$ cat config.mk
export PLATFORM = sky130hd
export DESIGN_NAME = control_unit
export DESIGN_NICKNAME = d
export VERILOG_FILES = /design/src/rtl/defs_pkg.sv /design/src/rtl/branch_eval.sv /design/src/rtl/control_unit.sv
export SDC_FILE = /design/constraint.sdc
export NUM_CORES = 1
export LEC_CHECK = 0
export CORE_ASPECT_RATIO = 0.6
export CORE_UTILIZATION = 25
export DETAILED_ROUTE_END_ITERATION = 16
export GPL_TIMING_DRIVEN = 1
export SETUP_SLACK_MARGIN = 0.2
export SLEW_MARGIN = 20
export SYNTH_ARGS = -nofsm -noshare
export SYNTH_HDL_FRONTEND = slang
export SYNTH_SLANG_ARGS = --single-unit
$ cat constraint.sdc
create_clock -name clk -period 4.7 [get_ports clk]
set_clock_uncertainty 0.1 [all_clocks]
set_input_delay 1.175 -clock clk [delete_from_list [all_inputs] [get_ports clk]]
set_output_delay 1.175 -clock clk [all_outputs]
set_load 0.1 [all_outputs]
$ cat src/rtl/defs_pkg.sv
// Shared types for the control unit: opcodes, FSM states, datapath select
// encodings and the control bundle that drives the datapath.
package defs_pkg;

    typedef enum logic [3:0] {
        OP_NOP  = 4'd0,
        OP_ADD  = 4'd1,
        OP_SUB  = 4'd2,
        OP_AND  = 4'd3,
        OP_OR   = 4'd4,
        OP_XOR  = 4'd5,
        OP_ADDI = 4'd6,
        OP_LDI  = 4'd7,
        OP_LD   = 4'd8,
        OP_ST   = 4'd9,
        OP_BR   = 4'd10,
        OP_JMP  = 4'd11,
        OP_JR   = 4'd12,
        OP_RSV  = 4'd13,
        OP_CMP  = 4'd14,
        OP_HALT = 4'd15
    } opcode_t;

    typedef enum logic [3:0] {
        S_FETCH0 = 4'd0,
        S_FETCH1 = 4'd1,
        S_DECODE = 4'd2,
        S_EXEC   = 4'd3,
        S_MADDR  = 4'd4,
        S_MREAD  = 4'd5,
        S_MLOAD  = 4'd6,
        S_MWRITE = 4'd7,
        S_BRANCH = 4'd8,
        S_JUMP   = 4'd9,
        S_WB     = 4'd10,
        S_HALT   = 4'd11
    } cu_state_t;

    // Condition codes 6..15 are never taken.
    typedef enum logic [3:0] {
        BR_ALWAYS = 4'd0,
        BR_Z      = 4'd1,
        BR_NZ     = 4'd2,
        BR_N      = 4'd3,
        BR_C      = 4'd4,
        BR_V      = 4'd5
    } br_cond_t;

    typedef enum logic       {PC_ADD = 1'b0, PC_AB = 1'b1} pc_sel_t;
    typedef enum logic [1:0] {ADDER_TWO = 2'd0, ADDER_IMM8 = 2'd1, ADDER_IMM12 = 2'd2} adder_sel_t;
    typedef enum logic       {REG2_HI = 1'b0, REG2_LO = 1'b1} reg2_sel_t;
    typedef enum logic [1:0] {REGW_ACC = 2'd0, REGW_IMM8 = 2'd1, REGW_MDR = 2'd2} regw_sel_t;
    typedef enum logic       {ALU_REG = 1'b0, ALU_IMM4 = 1'b1} alu_sel_t;

    typedef struct packed {
        logic z;
        logic n;
        logic c;
        logic v;
    } alu_flags_t;

    typedef struct packed {
        logic       pc_write;
        logic       ir_load;
        logic       ab_load;
        logic       acc_load;
        logic       flag_load;
        logic       mar_load;
        logic       mdr_load;
        logic       mem_read;
        logic       mem_write;
        logic       rf_write;
        pc_sel_t    pc_sel;
        adder_sel_t adder_sel;
        reg2_sel_t  reg2_sel;
        regw_sel_t  regw_sel;
        alu_sel_t   alu_sel;
        opcode_t    alu_op;
    } ctrl_sig_t;

    localparam ctrl_sig_t CTRL_IDLE = '{
        pc_write:  1'b0, ir_load:   1'b0, ab_load:   1'b0, acc_load: 1'b0,
        flag_load: 1'b0, mar_load:  1'b0, mdr_load:  1'b0, mem_read: 1'b0,
        mem_write: 1'b0, rf_write:  1'b0,
        pc_sel:    PC_ADD, adder_sel: ADDER_TWO, reg2_sel: REG2_HI,
        regw_sel:  REGW_ACC, alu_sel: ALU_REG, alu_op: OP_NOP
    };

    // Opcodes that pass through EXEC (register ALU ops, ADDI, CMP).
    function automatic logic uses_exec(input opcode_t op);
        return (op inside {OP_ADD, OP_SUB, OP_AND, OP_OR, OP_XOR, OP_ADDI, OP_CMP});
    endfunction

endpackage

$ cat src/rtl/branch_eval.sv
// Branch condition evaluator: condition code plus registered ALU flags
// gives the taken decision. Purely combinational.
module branch_eval
    import defs_pkg::*;
(
    input  logic [3:0] cond,
    input  alu_flags_t flags,
    output logic       taken
);

    always_comb begin
        taken = 1'b0;
        case (cond)
            BR_ALWAYS: taken = 1'b1;
            BR_Z:      taken = flags.z;
            BR_NZ:     taken = ~flags.z;
            BR_N:      taken = flags.n;
            BR_C:      taken = flags.c;
            BR_V:      taken = flags.v;
            default:   taken = 1'b0;
        endcase
    end

endmodule

$ cat src/rtl/control_unit.sv
// Multi-cycle control FSM for the 16-opcode CPU. Outputs are decoded from the
// state register and IR opcode; only the branch PC write looks at the flags.
module control_unit
    import defs_pkg::*;
#(
    parameter int INSTR_WIDTH = 16,
    parameter int OPCODE_LSB  = 0
) (
    input  logic                   clk,
    input  logic                   resetn,
    input  logic [INSTR_WIDTH-1:0] instruct,
    input  alu_flags_t             flags,
    output ctrl_sig_t              sigs,
    output logic                   halted,
    output logic                   instr_done
);

    cu_state_t state_reg;
    cu_state_t state_next;
    opcode_t   op;
    logic      br_taken;
    logic      unused_ir;

    assign op        = opcode_t'(instruct[OPCODE_LSB +: 4]);
    assign unused_ir = ^instruct;

    branch_eval u_branch_eval (
        .cond  (instruct[7:4]),
        .flags (flags),
        .taken (br_taken)
    );

    always_ff @(posedge clk or negedge resetn) begin
        if (!resetn) begin
            state_reg <= S_FETCH0;
        end else begin
            state_reg <= state_next;
        end
    end

    always_comb begin
        state_next = S_FETCH0;
        case (state_reg)
            S_FETCH0: state_next = S_FETCH1;
            S_FETCH1: begin
                case (op)
                    OP_NOP, OP_RSV: state_next = S_FETCH0;
                    OP_LDI:         state_next = S_WB;
                    OP_BR, OP_JMP:  state_next = S_BRANCH;
                    OP_HALT:        state_next = S_HALT;
                    default:        state_next = S_DECODE;
                endcase
            end
            S_DECODE: begin
                if (uses_exec(op)) begin
                    state_next = S_EXEC;
                end else if (op == OP_LD || op == OP_ST) begin
                    state_next = S_MADDR;
                end else if (op == OP_JR) begin
                    state_next = S_JUMP;
                end else begin
                    state_next = S_FETCH0;
                end
            end
            S_EXEC:  state_next = (op == OP_CMP) ? S_FETCH0 : S_WB;
            S_MADDR: begin
                if (op == OP_ST) begin
                    state_next = S_MWRITE;
                end else if (op == OP_LD) begin
                    state_next = S_MREAD;
                end else begin
                    state_next = S_FETCH0;
                end
            end
            S_MREAD: state_next = S_MLOAD;
            S_MLOAD: state_next = S_WB;
            S_HALT:  state_next = S_HALT;
            // WB, MWRITE, BRANCH, JUMP end the instruction; illegal codes recover here too.
            default: state_next = S_FETCH0;
        endcase
    end

    always_comb begin
        sigs       = CTRL_IDLE;
        halted     = 1'b0;
        instr_done = 1'b0;
        case (state_reg)
            S_FETCH0: ;
            S_FETCH1: begin
                sigs.ir_load   = 1'b1;
                sigs.pc_write  = 1'b1;
                sigs.adder_sel = ADDER_TWO;
                sigs.pc_sel    = PC_ADD;
                instr_done     = (op == OP_NOP) || (op == OP_RSV);
            end
            S_DECODE: begin
                sigs.ab_load  = 1'b1;
                sigs.reg2_sel = REG2_HI;
            end
            S_EXEC: begin
                sigs.flag_load = 1'b1;
                sigs.acc_load  = (op != OP_CMP);
                sigs.alu_sel   = (op == OP_ADDI) ? ALU_IMM4 : ALU_REG;
                case (op)
                    OP_ADDI: sigs.alu_op = OP_ADD;
                    OP_CMP:  sigs.alu_op = OP_SUB;
                    default: sigs.alu_op = op;
                endcase
                instr_done = (op == OP_CMP);
            end
            S_MADDR: begin
                sigs.mar_load = 1'b1;
                // A store reloads B from rd so MWRITE sees the data register.
                if (op == OP_ST) begin
                    sigs.ab_load  = 1'b1;
                    sigs.reg2_sel = REG2_LO;
                end
            end
            S_MREAD: sigs.mem_read = 1'b1;
            S_MLOAD: sigs.mdr_load = 1'b1;
            S_MWRITE: begin
                sigs.mem_write = 1'b1;
                instr_done     = 1'b1;
            end
            S_BRANCH: begin
                if (op == OP_JMP) begin
                    sigs.adder_sel = ADDER_IMM12;
                    sigs.pc_write  = 1'b1;
                end else begin
                    sigs.adder_sel = ADDER_IMM8;
                    sigs.pc_write  = br_taken;
                end
                instr_done = 1'b1;
            end
            S_JUMP: begin
                sigs.pc_write = 1'b1;
                sigs.pc_sel   = PC_AB;
                instr_done    = 1'b1;
            end
            S_WB: begin
                sigs.rf_write = 1'b1;
                case (op)
                    OP_LDI:  sigs.regw_sel = REGW_IMM8;
                    OP_LD:   sigs.regw_sel = REGW_MDR;
                    default: sigs.regw_sel = REGW_ACC;
                endcase
                instr_done = 1'b1;
            end
            S_HALT:  halted = 1'b1;
            default: ;
        endcase
    end

endmodule

After elaboration in Yosys (flattened, before gate mapping)
Index checks and enable logic that the tools add are counted.

storage, ports and cells
  flip-flop bits (word level) = 4
  logic and storage cells = 75
  output and inout bits = 23
  bits of input ports = 22

operators by class
  eq/ne operators = 32
  bitwise gates (word level) = 1
  mux-type cells = 31
  reduce and logical (&&, ||, !) cells = 10

operators by type and width
  cell                  count
  $eq A4 B4 Y1 const B  12
  $eq A4 B3 Y1 const B  10
  $pmux W4 S8           1
  $eq A4 B2 Y1 const B  6
  $mux W4               4
  $pmux W4 S4           1
  $eq A4 B1 Y1 const B  3
  $logic_not A4 Y1      3
  $mux W1               12
  $mux W2               4
  $pmux W4 S2           1
  $reduce_bool A7 Y1    1
  $mux W3               2
  $pmux W1 S6           1
  $reduce_or A2 Y1      3
  $mux W5               1
  $ne A4 B4 Y1 const B  1
  $pmux W1 S2           2
  $pmux W2 S2           1
  $reduce_or A4 Y1      1
  $pmux W1 S3           1
  $logic_or A1 B1 Y1    2
  $not A1 Y1            1

Depth between registers and ports, before layout
Gate-level depths: netlist of the first run.

  depth in word-level cells = 5
  mapped depth = 6
  depth with buffers taken out = 4

By module
From an unflattened synthesis of the first run, not the netlist that was laid out.

second synthesis, totals
  cell total of the unflattened synthesis = 94
  area total of the unflattened synthesis = 661.9 µm²

by module, submodules not included
  module        sequential area each (µm²)  cells an instance  times used  area an instance (µm²)
  control_unit  100.1                       86                 1           606.8
  branch_eval   0.0                         8                  1           55.1

Worst setup path before layout of the first run
Ideal clock, no wire load.

  kind = in2out
  start = input flags[1] (netlist bit)
  end = output sigs[20] (netlist bit)
  setup slack = -1.241 ns
  data arrival time = 4.666 ns
  cell stages on the path = 4
  data required time = 3.425 ns
  cells stage by stage = inv_1 a221oi_1 a21oi_1 o41ai_1

RTL lines
  item                RTL line            RTL
  start: declaration  control_unit.sv:12  input alu_flags_t flags,
  end: declaration    control_unit.sv:13  output ctrl_sig_t sigs,

Worst setup path after layout of the first run
  start = input instruct[3]
  end = output instr_done

on the way
  cells in the longest elaborated chain, start to end = 3
  elaborated cells between the ends (all ways) = 5
  classes of those cells = 2 x eq/ne; 1 x mux; 2 x reduce/logical

RTL lines
  item                                                     RTL line            RTL
  start: declaration                                       control_unit.sv:11  input logic [INSTR_WIDTH-1:0] instruct,
  $eq A4 B4 Y1 / $logic_not A4 Y1 (equally long branches)  control_unit.sv:94  instr_done = (op == OP_NOP) || (op == OP_RSV);
  $logic_or A1 B1 Y1                                       control_unit.sv:94
  $pmux W1 S3 *                                            control_unit.sv:87  case (state_reg)
  end: declaration                                         control_unit.sv:15  output logic instr_done

Mark *: on every way between the ends. The rest lies on a longest branch, timed or not.

==> tab_implementation.tex, run 1 <==
\begin{tabular}{lr}
\hline
Metric & Value \\
\hline
\multicolumn{2}{l}{\textbf{Timing}} \\
\quad Setup-violating endpoint count in the final report & 0 \\
\quad Transition at the pin with the smallest max-transition slack & 981 ps \\
\quad Period minus WS final & 4110 ps \\
\quad Max Transition Viols Final & 0 \\
\quad Setup slack after layout & 594 ps \\
\quad Final hold viol count & 0 \\
\quad Highest clock rate & 244 MHz \\
\quad Share of the cycle needed by the critical path after routing & 0.874 \\
\quad Slew margin rel. & 0.344 \\
\quad Unrepaired setup endpoints after global routing & false \\
\quad Total Negative Setup Slacks & 0 ps \\
\multicolumn{2}{l}{\textbf{Synth}} \\
\quad Total of flip-flops plus latches after synthesis & 4 \\
\quad Async SR Flop Fraction & 1.00 \\
\quad Leading post-synthesis cells by cell area & sky130\_fd\_sc\_hd\_\_dfrtp\_1, sky130\_fd\_sc\_hd\_\_nor2\_1, sky130\_fd\_sc\_hd\_\_nand2b\_1 \\
\quad Portion of synthesized cell area occupied by the leading cell type & 0.152 \\
\quad Post-synth EDFFs & 0 \\
\quad Number of synthesis warnings & 0 \\
\quad Post-Syn Area per Cell & 6.80 µm² \\
\quad Count of mapped cells out of synthesis & 97 \\
\quad Portion of the post-synthesis area used by sequential elements & 0.152 \\
\quad Number of nets produced by synthesis & 119 \\
\quad Count of cell types in the netlist & 37 \\
\quad Synthesized cell area & 659 µm² \\
\quad Cell taking the most area after synthesis & sky130\_fd\_sc\_hd\_\_dfrtp\_1 \\
\quad Most instantiated flip-flop cell in the synthesis netlist & sky130\_fd\_sc\_hd\_\_dfrtp\_1 \\
\multicolumn{2}{l}{\textbf{Job}} \\
\quad Maximum Capacitance Violations & 0 \\
\multicolumn{2}{l}{\textbf{Pwr}} \\
\quad Relative contribution of combinational cells to total power & 0.791 \\
\quad Power density normalized to cell area & 633 nW/µm² \\
\quad Static leakage & 0.000490 µW \\
\quad Max IR drop VDD & 0.471 mV \\
\quad Fraction of power consumed by sequential logic & 0.118 \\
\quad Power Internal & 290 µW \\
\quad Portion of total power attributed to the clock network & 0.091 \\
\quad Switching power of the nets & 473 µW \\
\quad Total power & 763 µW \\
\quad Sw frac & 0.621 \\
\multicolumn{2}{l}{\textbf{Die}} \\
\quad Number of top-level design ports & 45 \\
\quad Starting utilization of the core area & 0.283 \\
\quad Placeable core area & 2330 µm² \\
\quad Die Span Y & 41.8 µm \\
\quad Overall die area & 2850 µm² \\
\quad Die X & 68.3 µm \\
\quad Rows & 13 \\
\multicolumn{2}{l}{\textbf{Global routing}} \\
\quad Total global routing overflow & 0 \\
\quad GRT met3 Usage & 0.0412 \\
\quad First-pass GRT wire length & 3.46 mm \\
\quad Met2 GRT Util & 0.224 \\
\quad Largest net degree at the start of global routing & 18 \\
\quad Number of antenna violations at the first check in global routing & 0 \\
\quad Vias in the first global route & 747 \\
\quad Top Usage Layer GRT & met1 \\
\quad Overall routing resource usage & 0.160 \\
\quad Met1 Use GR & 0.239 \\
\multicolumn{2}{l}{\textbf{Drt}} \\
\quad Antenna violation net count after detailed routing & 0 \\
\quad Post-route DRC violation count & 0 \\
\quad Number of vias after detailed routing & 851 \\
\quad Number of design-rule violations left by the first detailed-router iteration & 39 \\
\quad Number of iterations in the first detailed-routing pass & 4 \\
\quad Final Routed Wirelength & 2.17 mm \\
\quad Wire length per cell after detailed routing & 13.5 µm \\
\quad Detail-routed via count per cell & 5.32 \\
\multicolumn{2}{l}{\textbf{CTS}} \\
\quad Clock tree from TritonCTS & done \\
\quad Buffers inserted by post-CTS timing repair & 0 \\
\quad Clock latency of the later-clocked register in the worst-skew pair & 210 ps \\
\quad Num CTS Buffers & 3 \\
\quad H-tree depth & 1 \\
\quad Total number of clock tree sinks & 4 \\
\quad Root buffer cell & sky130\_fd\_sc\_hd\_\_clkbuf\_8 \\
\quad Clock-pin slew on the worst setup and hold paths & 30 ps \\
\quad Post-cts sizing count & 0 \\
\quad Number of buffers inserted for hold repair after clock tree synthesis & 0 \\
\quad Largest buffer count on any clock path & 2 \\
\multicolumn{2}{l}{\textbf{Placement}} \\
\quad Final HPWL DP & 1.74 mm \\
\quad Worst slack, placed & 598 ps \\
\quad Final estimated routing congestion in global placement & 0.793 \\
\quad Count of port buffers added during placement & 36 \\
\multicolumn{2}{l}{\textbf{Finish}} \\
\quad Number of flip-flops in the largest register & 4 \\
\quad Core Util, Final & 0.518 \\
\quad Nets & 154 \\
\quad Most common cell after layout, fill and taps aside & sky130\_fd\_sc\_hd\_\_clkdlybuf4s50\_1 \\
\quad Layout overhead on the synthesized area & 82.7\% \\
\quad Share of final-layout standard cells stronger than drive strength 1 & 0.285 \\
\quad Antenna cells & 0 \\
\quad Top library cells by usage in the layout, fill and taps aside & sky130\_fd\_sc\_hd\_\_clkdlybuf4s50\_1, sky130\_fd\_sc\_hd\_\_nor2\_1, sky130\_fd\_sc\_hd\_\_buf\_12 \\
\multicolumn{2}{l}{\textbf{Setup path}} \\
\quad Endpoint of the worst setup timing path & instr\_done \\
\quad Launch point of the worst reg-to-reg path & state\_reg[3]\$\_DFF\_PN0\_ \\
\quad Kind of end point of the critical path & primary output \\
\quad Critical path fanouts, max & 8 \\
\quad Type of the setup path with the least slack & in -> out \\
\quad Worst-case register-to-register setup slack & 2930 ps \\
\quad Required time at the endpoint of the critical path & 3420 ps \\
\quad Critical register-to-register path endpoint & state\_reg[0]\$\_DFF\_PN0\_ \\
\quad Arrival time reported for the critical path endpoint & 2830 ps \\
\quad Number of cells traversed by the worst register-to-register path & 4 \\
\quad Beginning of the critical path & instruct[3] \\
\quad Kind of start point of the critical path & primary input \\
\multicolumn{2}{l}{\textbf{Worst hold path}} \\
\quad WHS Path Cells & 2 \\
\quad Type of the most critical hold path & reg -> reg \\
\multicolumn{2}{l}{\textbf{Status}} \\
\quad Result of the run & finished clean \\
\hline
\end{tabular}
## cells in the mapped netlist (2+ instances only)
cell type and count:
sky130_fd_sc_hd__nor2_1 14, sky130_fd_sc_hd__and3_1 2, sky130_fd_sc_hd__nand2b_1 7, sky130_fd_sc_hd__inv_1 6, sky130_fd_sc_hd__nor2b_1 3, sky130_fd_sc_hd__o21ai_0 3
sky130_fd_sc_hd__or3_1 2, sky130_fd_sc_hd__nor3_1 6, sky130_fd_sc_hd__dfrtp_1 4, sky130_fd_sc_hd__buf_6 3, sky130_fd_sc_hd__nand3_1 2, sky130_fd_sc_hd__a31oi_1 4
sky130_fd_sc_hd__a311oi_2 2, sky130_fd_sc_hd__nand2_1 10, sky130_fd_sc_hd__clkbuf_1 5, sky130_fd_sc_hd__o21ai_1 3
## routing by layer
layer	wire length [µm]	part of all wire	vias to the layer above
met5	0	0	-
met4	8	0.0037	0
met3	240	0.11	2
met2	939	0.43	49
met1	976	0.45	380
li1	-	-	420
## worst max-delay path, cell delays in order
cell and delay [ps]:
sky130_fd_sc_hd__clkdlybuf4s50_1 510, sky130_fd_sc_hd__or4_1 440, sky130_fd_sc_hd__o31a_1 160, sky130_fd_sc_hd__o21ai_1 120, sky130_fd_sc_hd__o221a_1 230, sky130_fd_sc_hd__buf_12 180
## worst min path at each step
stage	from	endpoint	slack (ps)
2_1_floorplan	state_reg[0]$_DFF_PN0_	state_reg[0]$_DFF_PN0_	550
3_3_place_gp	state_reg[1]$_DFF_PN0_	state_reg[0]$_DFF_PN0_	720
3_5_place_dp	state_reg[1]$_DFF_PN0_	state_reg[0]$_DFF_PN0_	740
4_1_cts	state_reg[1]$_DFF_PN0_	state_reg[0]$_DFF_PN0_	750
5_1_grt	state_reg[1]$_DFF_PN0_	state_reg[0]$_DFF_PN0_	800
6_report	state_reg[2]$_DFF_PN0_	state_reg[2]$_DFF_PN0_	750
## area by class of cell
class,instances,area (µm²)
clock buffer,3,41.3
fill,229,1120
inverter,7,26.3
multi-input combinational,77,522
sequential,4,100
tap,30,37.5
timing repair buffer,39,478
## cell families (layout without fill, tap and decap cells)
kind of cell           Yosys count  count (layout)  share of synthesized area
AND/OR/NAND/NOR                 54              54                      0.446
AO/OA/AOI/OAI                   23              23                      0.275
buffers and inverters           16              49                      0.127
flip-flops                       4               4                      0.152
## metrics by stage
step / hold slack (ps) / cells / area (µm²)
after global placement: 718 / 157 / 1160
after CTS: 750 / 160 / 1200
after global routing: 799 / 160 / 1200
final: 753 / 160 / 1200
after detailed placement: 741 / 157 / 1160
after floorplan: 551 / 97 / 706
## power groups by stage
stage / Sequential, µW / Clock, µW / Combinational [µW]
after floorplan: 54.0 / 0 / 487
after global placement: 87.6 / 0 / 604
after detailed placement: 88.4 / 0 / 606
after CTS: 88.3 / 71.7 / 607
after global routing: 95.2 / 75.9 / 630
final: 89.8 / 69.3 / 604
Power figures use the tool's default switching activity.
==> run 2, diff against run 1 <==
--- a/config.mk
+++ b/config.mk
@@ -5,6 +5,7 @@
 export SDC_FILE = /design/constraint.sdc
 export NUM_CORES = 1
 export LEC_CHECK = 0
+export ABC_CLOCK_PERIOD_IN_PS = 4700
 export CORE_ASPECT_RATIO = 0.6
 export CORE_UTILIZATION = 25
 export DETAILED_ROUTE_END_ITERATION = 16
==> results of run 2 <==
Same layout as run 1: the final DEF is identical, and so are final timing and power.
